**config.mk**
```make
export PLATFORM = sky130hd
export DESIGN_NAME = lsu_mem_master
export DESIGN_NICKNAME = d
export VERILOG_FILES = /design/src/rtl/lsu_pkg.sv /design/src/rtl/lsu_load_align.sv /design/src/rtl/lsu_mem_master.sv
export SDC_FILE = /design/constraint.sdc
export NUM_CORES = 1
export LEC_CHECK = 0
export CAP_MARGIN = 20
export CORE_UTILIZATION = 47
export CTS_CLUSTER_DIAMETER = 150
export DETAILED_ROUTE_END_ITERATION = 8
export MAX_ROUTING_LAYER = met4
export PLACE_DENSITY = 0.79
export SYNTH_ARGS = -nofsm -noshare
export SYNTH_HDL_FRONTEND = slang
export SYNTH_SLANG_ARGS = --single-unit
```
**constraint.sdc**
```tcl
create_clock -name clk -period 3.2 [get_ports clk]
set_input_delay 0.64 -clock clk [delete_from_list [all_inputs] [get_ports clk]]
set_output_delay 0.64 -clock clk [all_outputs]
set_load 0.03 [all_outputs]
```
**src/rtl/lsu_pkg.sv**
```systemverilog
`default_nettype none
// ============================================================================
//  Module      : lsu_pkg
//  Description : Shared encodings, state type and size/alignment helpers
//                for the RV32I MEM-stage memory master.
//  Revision    : 1.0 - initial release
// ============================================================================
package lsu_pkg;

    // RV32I load/store funct3 values
    localparam logic [2:0] F3_B  = 3'b000;
    localparam logic [2:0] F3_H  = 3'b001;
    localparam logic [2:0] F3_W  = 3'b010;
    localparam logic [2:0] F3_BU = 3'b100;
    localparam logic [2:0] F3_HU = 3'b101;

    // Memory read_part encodings
    localparam logic [2:0] RP_WORD   = 3'd0;
    localparam logic [2:0] RP_HALF_S = 3'd1;
    localparam logic [2:0] RP_HALF_U = 3'd2;
    localparam logic [2:0] RP_BYTE_S = 3'd3;
    localparam logic [2:0] RP_BYTE_U = 3'd4;

    // Memory write_part encodings
    localparam logic [1:0] WP_WORD = 2'd0;
    localparam logic [1:0] WP_HALF = 2'd1;
    localparam logic [1:0] WP_BYTE = 2'd2;

    typedef enum logic [2:0] {
        S_IDLE = 3'd0,
        S_LD0  = 3'd1,
        S_LD1  = 3'd2,
        S_ST   = 3'd3,
        S_STB  = 3'd4,
        S_RESP = 3'd5
    } lsu_state_e;

    // Access size in bytes; 0 for encodings that carry no size
    function automatic logic [2:0] size_of(input logic [2:0] funct3);
        logic [2:0] size;
        case (funct3)
            F3_B, F3_BU: size = 3'd1;
            F3_H, F3_HU: size = 3'd2;
            F3_W:        size = 3'd4;
            default:     size = 3'd0;
        endcase
        return size;
    endfunction

    // Loads accept all five widths; stores only the signed encodings
    function automatic logic is_legal(input logic we, input logic [2:0] funct3);
        logic ok;
        if (we) begin
            ok = (funct3 == F3_B) || (funct3 == F3_H) || (funct3 == F3_W);
        end else begin
            ok = (size_of(funct3) != 3'd0);
        end
        return ok;
    endfunction

    // True when the memory can service the access natively
    function automatic logic is_aligned(input logic [2:0] funct3, input logic [1:0] off);
        logic ok;
        case (size_of(funct3))
            3'd1:    ok = 1'b1;
            3'd2:    ok = ~off[0];
            3'd4:    ok = (off == 2'b00);
            default: ok = 1'b0;
        endcase
        return ok;
    endfunction

    function automatic logic [2:0] native_read_part(input logic [2:0] funct3);
        logic [2:0] part;
        case (funct3)
            F3_B:    part = RP_BYTE_S;
            F3_BU:   part = RP_BYTE_U;
            F3_H:    part = RP_HALF_S;
            F3_HU:   part = RP_HALF_U;
            default: part = RP_WORD;
        endcase
        return part;
    endfunction

    function automatic logic [1:0] native_write_part(input logic [2:0] funct3);
        logic [1:0] part;
        case (funct3)
            F3_B:    part = WP_BYTE;
            F3_H:    part = WP_HALF;
            default: part = WP_WORD;
        endcase
        return part;
    endfunction

endpackage
`default_nettype wire

```
**src/rtl/lsu_load_align.sv**
```systemverilog
`default_nettype none
// ============================================================================
//  Module      : lsu_load_align
//  Description : Combinational load merger. Shifts the {hi,lo} word pair
//                right by the byte offset, keeps the access width and
//                sign/zero-extends it according to funct3.
//  Revision    : 1.0 - initial release
// ============================================================================
module lsu_load_align
    import lsu_pkg::*;
(
    input  logic [31:0] i_hi,
    input  logic [31:0] i_lo,
    input  logic [1:0]  i_off,
    input  logic [2:0]  i_funct3,
    output logic [31:0] o_result
);

    logic [63:0] w_shifted;

    // Bring the addressed byte to bit 0, then extend per load type
    always_comb begin
        w_shifted = {i_hi, i_lo} >> {i_off, 3'b000};
        o_result  = '0;
        case (i_funct3)
            F3_B:    o_result = {{24{w_shifted[7]}}, w_shifted[7:0]};
            F3_BU:   o_result = {24'h0, w_shifted[7:0]};
            F3_H:    o_result = {{16{w_shifted[15]}}, w_shifted[15:0]};
            F3_HU:   o_result = {16'h0, w_shifted[15:0]};
            F3_W:    o_result = w_shifted[31:0];
            default: o_result = '0;
        endcase
    end

endmodule
`default_nettype wire

```
**src/rtl/lsu_mem_master.sv**
```systemverilog
`default_nettype none
// ============================================================================
//  Module      : lsu_mem_master
//  Description : RV32I MEM-stage memory initiator. Accepts one load/store,
//                drives the memory port, splits misaligned loads into two
//                word reads and misaligned stores into byte writes, and
//                returns the extended load result with a one-cycle pulse.
//  Revision    : 1.0 - initial release
// ============================================================================
module lsu_mem_master
    import lsu_pkg::*;
#(
    parameter int ADDR_W = 8,
    parameter int DATA_W = 32
) (
    input  logic              clk,
    input  logic              rst,
    input  logic              req_valid,
    output logic              req_ready,
    input  logic              req_we,
    input  logic [2:0]        req_funct3,
    input  logic [ADDR_W-1:0] req_addr,
    input  logic [DATA_W-1:0] req_wdata,
    output logic              resp_valid,
    output logic [DATA_W-1:0] resp_rdata,
    output logic              resp_err,
    output logic              mem_read,
    output logic              mem_write,
    output logic [2:0]        mem_read_part,
    output logic [1:0]        mem_write_part,
    output logic [ADDR_W-1:0] mem_address,
    output logic [DATA_W-1:0] mem_data_in,
    input  logic [DATA_W-1:0] mem_data_out
);

    lsu_state_e        r_state_q, w_state_d;
    logic              r_we_q, w_we_d;
    logic [2:0]        r_funct3_q, w_funct3_d;
    logic [ADDR_W-1:0] r_addr_q, w_addr_d;
    logic [DATA_W-1:0] r_wdata_q, w_wdata_d;
    logic [DATA_W-1:0] r_lo_q, w_lo_d;
    logic [DATA_W-1:0] r_rdata_q, w_rdata_d;
    logic              r_err_q, w_err_d;
    logic [1:0]        r_cnt_q, w_cnt_d;

    logic [1:0]        w_off;
    logic [2:0]        w_size;
    logic              w_aligned;
    logic              w_needs_hi;
    logic [3:0]        w_span;
    logic [ADDR_W-1:0] w_word_addr;

    logic [31:0]       w_al_hi;
    logic [31:0]       w_al_lo;
    logic [1:0]        w_al_off;
    logic [2:0]        w_al_f3;
    logic [31:0]       w_al_result;

    // Properties of the captured request used by every non-idle state
    always_comb begin
        w_off       = r_addr_q[1:0];
        w_size      = size_of(r_funct3_q);
        w_aligned   = is_aligned(r_funct3_q, w_off);
        w_span      = {2'b00, w_off} + {1'b0, w_size};
        w_needs_hi  = (w_span > 4'd4);
        w_word_addr = {r_addr_q[ADDR_W-1:2], 2'b00};
    end

    // Feed the merger: native reads arrive already extended, so they pass
    // through as a word at offset 0; split reads merge the captured lo word
    always_comb begin
        w_al_hi  = '0;
        w_al_lo  = mem_data_out;
        w_al_off = w_off;
        w_al_f3  = r_funct3_q;
        if (r_state_q == S_LD1) begin
            w_al_hi = mem_data_out;
            w_al_lo = r_lo_q;
        end else if (w_aligned) begin
            w_al_off = 2'b00;
            w_al_f3  = F3_W;
        end
    end

    lsu_load_align u_load_align (
        .i_hi     (w_al_hi),
        .i_lo     (w_al_lo),
        .i_off    (w_al_off),
        .i_funct3 (w_al_f3),
        .o_result (w_al_result)
    );

    // Next-state and capture logic
    always_comb begin
        w_state_d  = r_state_q;
        w_we_d     = r_we_q;
        w_funct3_d = r_funct3_q;
        w_addr_d   = r_addr_q;
        w_wdata_d  = r_wdata_q;
        w_lo_d     = r_lo_q;
        w_rdata_d  = r_rdata_q;
        w_err_d    = r_err_q;
        w_cnt_d    = r_cnt_q;
        case (r_state_q)
            S_IDLE: begin
                if (req_valid) begin
                    w_we_d     = req_we;
                    w_funct3_d = req_funct3;
                    w_addr_d   = req_addr;
                    w_wdata_d  = req_wdata;
                    w_lo_d     = '0;
                    w_rdata_d  = '0;
                    w_err_d    = 1'b0;
                    w_cnt_d    = 2'd0;
                    if (!is_legal(req_we, req_funct3)) begin
                        w_err_d   = 1'b1;
                        w_state_d = S_RESP;
                    end else if (!req_we) begin
                        w_state_d = S_LD0;
                    end else if (is_aligned(req_funct3, req_addr[1:0])) begin
                        w_state_d = S_ST;
                    end else begin
                        w_state_d = S_STB;
                    end
                end
            end
            S_LD0: begin
                if (!w_aligned && w_needs_hi) begin
                    w_lo_d    = mem_data_out;
                    w_state_d = S_LD1;
                end else begin
                    w_rdata_d = w_al_result;
                    w_state_d = S_RESP;
                end
            end
            S_LD1: begin
                w_rdata_d = w_al_result;
                w_state_d = S_RESP;
            end
            S_ST: begin
                w_state_d = S_RESP;
            end
            S_STB: begin
                if ({1'b0, r_cnt_q} == (w_size - 3'd1)) begin
                    w_state_d = S_RESP;
                end else begin
                    w_cnt_d = r_cnt_q + 2'd1;
                end
            end
            S_RESP: begin
                w_state_d = S_IDLE;
            end
            default: begin
                w_state_d = S_IDLE;
            end
        endcase
    end

    // State and capture registers
    always_ff @(posedge clk) begin
        if (rst) begin
            r_state_q  <= S_IDLE;
            r_we_q     <= 1'b0;
            r_funct3_q <= '0;
            r_addr_q   <= '0;
            r_wdata_q  <= '0;
            r_lo_q     <= '0;
            r_rdata_q  <= '0;
            r_err_q    <= 1'b0;
            r_cnt_q    <= 2'd0;
        end else begin
            r_state_q  <= w_state_d;
            r_we_q     <= w_we_d;
            r_funct3_q <= w_funct3_d;
            r_addr_q   <= w_addr_d;
            r_wdata_q  <= w_wdata_d;
            r_lo_q     <= w_lo_d;
            r_rdata_q  <= w_rdata_d;
            r_err_q    <= w_err_d;
            r_cnt_q    <= w_cnt_d;
        end
    end

    // Moore outputs decoded from the registered state and captured request
    always_comb begin
        req_ready      = (r_state_q == S_IDLE);
        resp_valid     = (r_state_q == S_RESP);
        resp_rdata     = (r_state_q == S_RESP) ? r_rdata_q : '0;
        resp_err       = (r_state_q == S_RESP) ? r_err_q : 1'b0;
        mem_read       = 1'b0;
        mem_write      = 1'b0;
        mem_read_part  = RP_WORD;
        mem_write_part = WP_WORD;
        mem_address    = '0;
        mem_data_in    = '0;
        case (r_state_q)
            S_LD0: begin
                mem_read = 1'b1;
                if (w_aligned) begin
                    mem_read_part = native_read_part(r_funct3_q);
                    mem_address   = r_addr_q;
                end else begin
                    mem_address   = w_word_addr;
                end
            end
            S_LD1: begin
                mem_read    = 1'b1;
                mem_address = w_word_addr + ADDR_W'(4);
            end
            S_ST: begin
                mem_write      = 1'b1;
                mem_write_part = native_write_part(r_funct3_q);
                mem_address    = r_addr_q;
                mem_data_in    = r_wdata_q;
            end
            S_STB: begin
                mem_write      = 1'b1;
                mem_write_part = WP_BYTE;
                mem_address    = r_addr_q + ADDR_W'(r_cnt_q);
                mem_data_in    = {{(DATA_W-8){1'b0}}, r_wdata_q[{r_cnt_q, 3'b000} +: 8]};
            end
            default: begin
            end
        endcase
    end

endmodule
`default_nettype wire
```
==> metrics.cfg <==
[outcome]
status=completed

[yosys]
synth-edff-count=0
async_reset_ff_share_pct=0
seq_area_frac_synth_pct=30.42
synthesis.area_um2=7436
syn_inst=990
synth_flop_cell=dfxtp_1
syn_nets=1078
syn_area_per_cell_um2=7.511
yosys_warnings=0
synth.distinct_cells=69
ys_seq_elements=113

[power_and_ir_drop]
p_sw_mw=1.876
p_leak_nw=3.839
p_int_mw=3.644
clockPowerShare_pct=38.1
p_comb_share_pct=31.1
p_per_area_nw_per_um2=566.2
switching_share_pct=33.98
power_frac_seq_pct=30.9
ir_drop_mv=0.4272

[timing]
drv_slew=0
setup_viol=0
fmax_mhz=326.2
maxSlewHeadroom_pct=57.34
final_hold_viol_count=0
fin_tns_setup_ns=0
rsz0062_at_grt=no
min_period_ns=3.066
fin_worst_skew_ns=0.008250
fin_crit_sh_pct=95.81
tightest_slew_ns=0.6383

[floorplan]
start_util_pct=48.55
dieArea_um2=16330
core_um2=15310
rows=45
die_x_um=127.8
die-height_um=127.8
ios=161

[layout]
fin_nets=1206
diodes=0
area_growth_pct=31.10
regArea_um2=2265
final_cell_mix=nand2_1, a21oi_1, buf_4, dfxtp_1, clkdlybuf4s50_1
multiInputGateArea_um2=4758
stdcell_area_um2=9748
fill_cells=1348
final_common_cell=nand2_1
layout-drive-gt1-share_pct=16.36

[setup_path]
r2r_slack_ns=0.24
cp-start-kind=register
slowest_stage=fa_1
endpoint_kind=output port
critPathMostFrequentCell=buf_4
cp.arrival_ns=2.43
setup.worst_path.class=reg2out
required_ns=2.56
path_cells=clkinv_1, buf_4, fa_1, nor2_1, xnor2_1, o32a_1, o32ai_1, buf_4
critPathMaxFanout=9
crit_path_max_incr_delay_ns=0.49

[global_route]
grt_max_degree=73
grt_usage_pct=31.06
grt_pass1_vias=7440
grt-ovfl-total=0
grt_pass1_wl_mm=38.51
antenna_found_initial=0

[cts]
cts_sinks=113
clkTransAtPathRegs_ns=0.06
clock_tree.root_cell=clkbuf_16
htreeDepth=4
cts_tree=built
cts_inserted_buffers=17
clk_latency_ns=0.42
clockBufferDepth=2

[placed_design]
gp_congestion=0.9104
dpl.hpwl_mm=16.52
portBuffers=160
dpl_cell_area_um2=9086

[worst_hold_path]
min_path_type=reg2reg

[routing]
drtIter0Drc=767
routed_via_density=6.077
wl_per_cell_um=18.28
num_vias=8156
drc=0
routed_wl_mm=24.53
antenna_left=0
firstDrtPassIters=5

[flow_run]
drv_cap=0

cell usage after synthesis, drive strengths merged (3+ instances only):
cell / instances / share of area [%]
nand2b: 10 / 0.84
a211oi: 9 / 0.98
o21ai: 37 / 2.5
nand3: 44 / 3.0
nor3b: 3 / 0.37
nand2: 202 / 10
and2: 40 / 3.4
ha: 7 / 1.2
and3: 29 / 2.4
a21o: 4 / 0.40
a22o: 10 / 1.2
o211ai: 10 / 1.1
mux4: 15 / 4.5
mux2i: 40 / 5.4
inv: 12 / 0.61
nor3: 15 / 1.1
a21oi: 117 / 8.0
dfxtp: 113 / 30
nor2b: 7 / 0.59
o22ai: 9 / 0.76
buf: 39 / 2.7
o31a: 3 / 0.35
a311oi: 9 / 1.1
o2bb2ai: 22 / 2.6
o21a: 10 / 1.0
nor2: 43 / 2.2
xnor2: 4 / 0.47
clkbuf: 52 / 2.6
a31oi: 31 / 2.7
o31ai: 3 / 0.30
or3b: 3 / 0.35
cell type report:
type	instances	share of cell area, %
clock buffer	23	4.800
clock inverter	9	1.823
inverter	14	0.5391
multi-input combinational	772	48.81
sequential	113	23.23
tap	211	2.708
timing repair buffer	200	18.08
per-stage QoR:
step / power (mW) / utilization, % / std cells / hold slack [ns] / worst slack, ns
CTS: 5.496 / 63.55 / 1342 / 0.4515 / 0.02498
floorplan: 2.803 / - / 990 / 0.4242 / 0.2479
detailed placement: 3.394 / 59.33 / 1310 / 0.4390 / 0.2737
global placement: 3.366 / 59.33 / 1310 / 0.4371 / 0.4257
finish: 5.520 / 63.65 / 1342 / 0.4482 / 0.1340
global route: 5.760 / 63.65 / 1342 / 0.4629 / 0.01219
cells by family (layout without fill, tap and decap cells):
family          after synthesis  in the layout  share of synthesized area [%]
compound gates              294            294                          25.53
fa+ha+maj                     9              9                          1.716
xor+xnor                      6              6                         0.7067
mux                          55             55                          9.928
simple gates                408            408                          25.71
buf+inv                     105            246                          5.990
flops                       113            113                          30.42
worst paths after layout:
check	end	cells past startpoint	startpoint
max	mem_address[6]	8	r_addr_q[1]
min reg2reg	r_rdata_q[7]	2	r_rdata_q[7]
max reg2reg	r_lo_q[27]	13	r_funct3_q[0]
min	r_rdata_q[7]	2	r_rdata_q[7]
critical path, delay by kind of cell (launching register included):
family / cells / cell delay (ns)
buffers and inverters: 3 / 0.56
adder cells (fa/ha/maj): 1 / 0.49
AND/OR/NAND/NOR: 1 / 0.15
AO/OA/AOI/OAI: 2 / 0.31
XOR/XNOR: 1 / 0.07
flip-flops: 1 / 0.40
flip-flops by register name, indices dropped and copies added, names as in the netlist:
signal / flops
r_addr_q: 8
r_cnt_q: 2
r_err_q: 1
r_funct3_q: 3
r_lo_q: 32
r_rdata_q: 32
r_state_q: 3
r_wdata_q: 32
layer usage:
metal	vias up	part of all wire [%]	track usage (%)
met5	-	0	-
met4	0	3.3	14.53
met3	68	9.7	7.596
met2	504	47	49.10
met1	3778	40	37.23
li1	3806	-	-
power by group through the flow:
stage          clock network, mW  registers [mW]  logic [mW]
6_report                    2.10            1.70        1.71
5_1_grt                     2.19            1.72        1.85
4_1_cts                     2.12            1.70        1.68
3_5_place_dp                   0            1.72        1.67
3_3_place_gp                   0            1.72        1.65
2_1_floorplan                  0            1.66        1.14
timing repair:
action                     4_1_cts  5_1_grt
setup endpoints to repair        0        8
hold buffers                     0        0
gates resized for setup          0        5
buffers inserted                 0        0
Note: power is estimated with default switching activity, not from simulation.
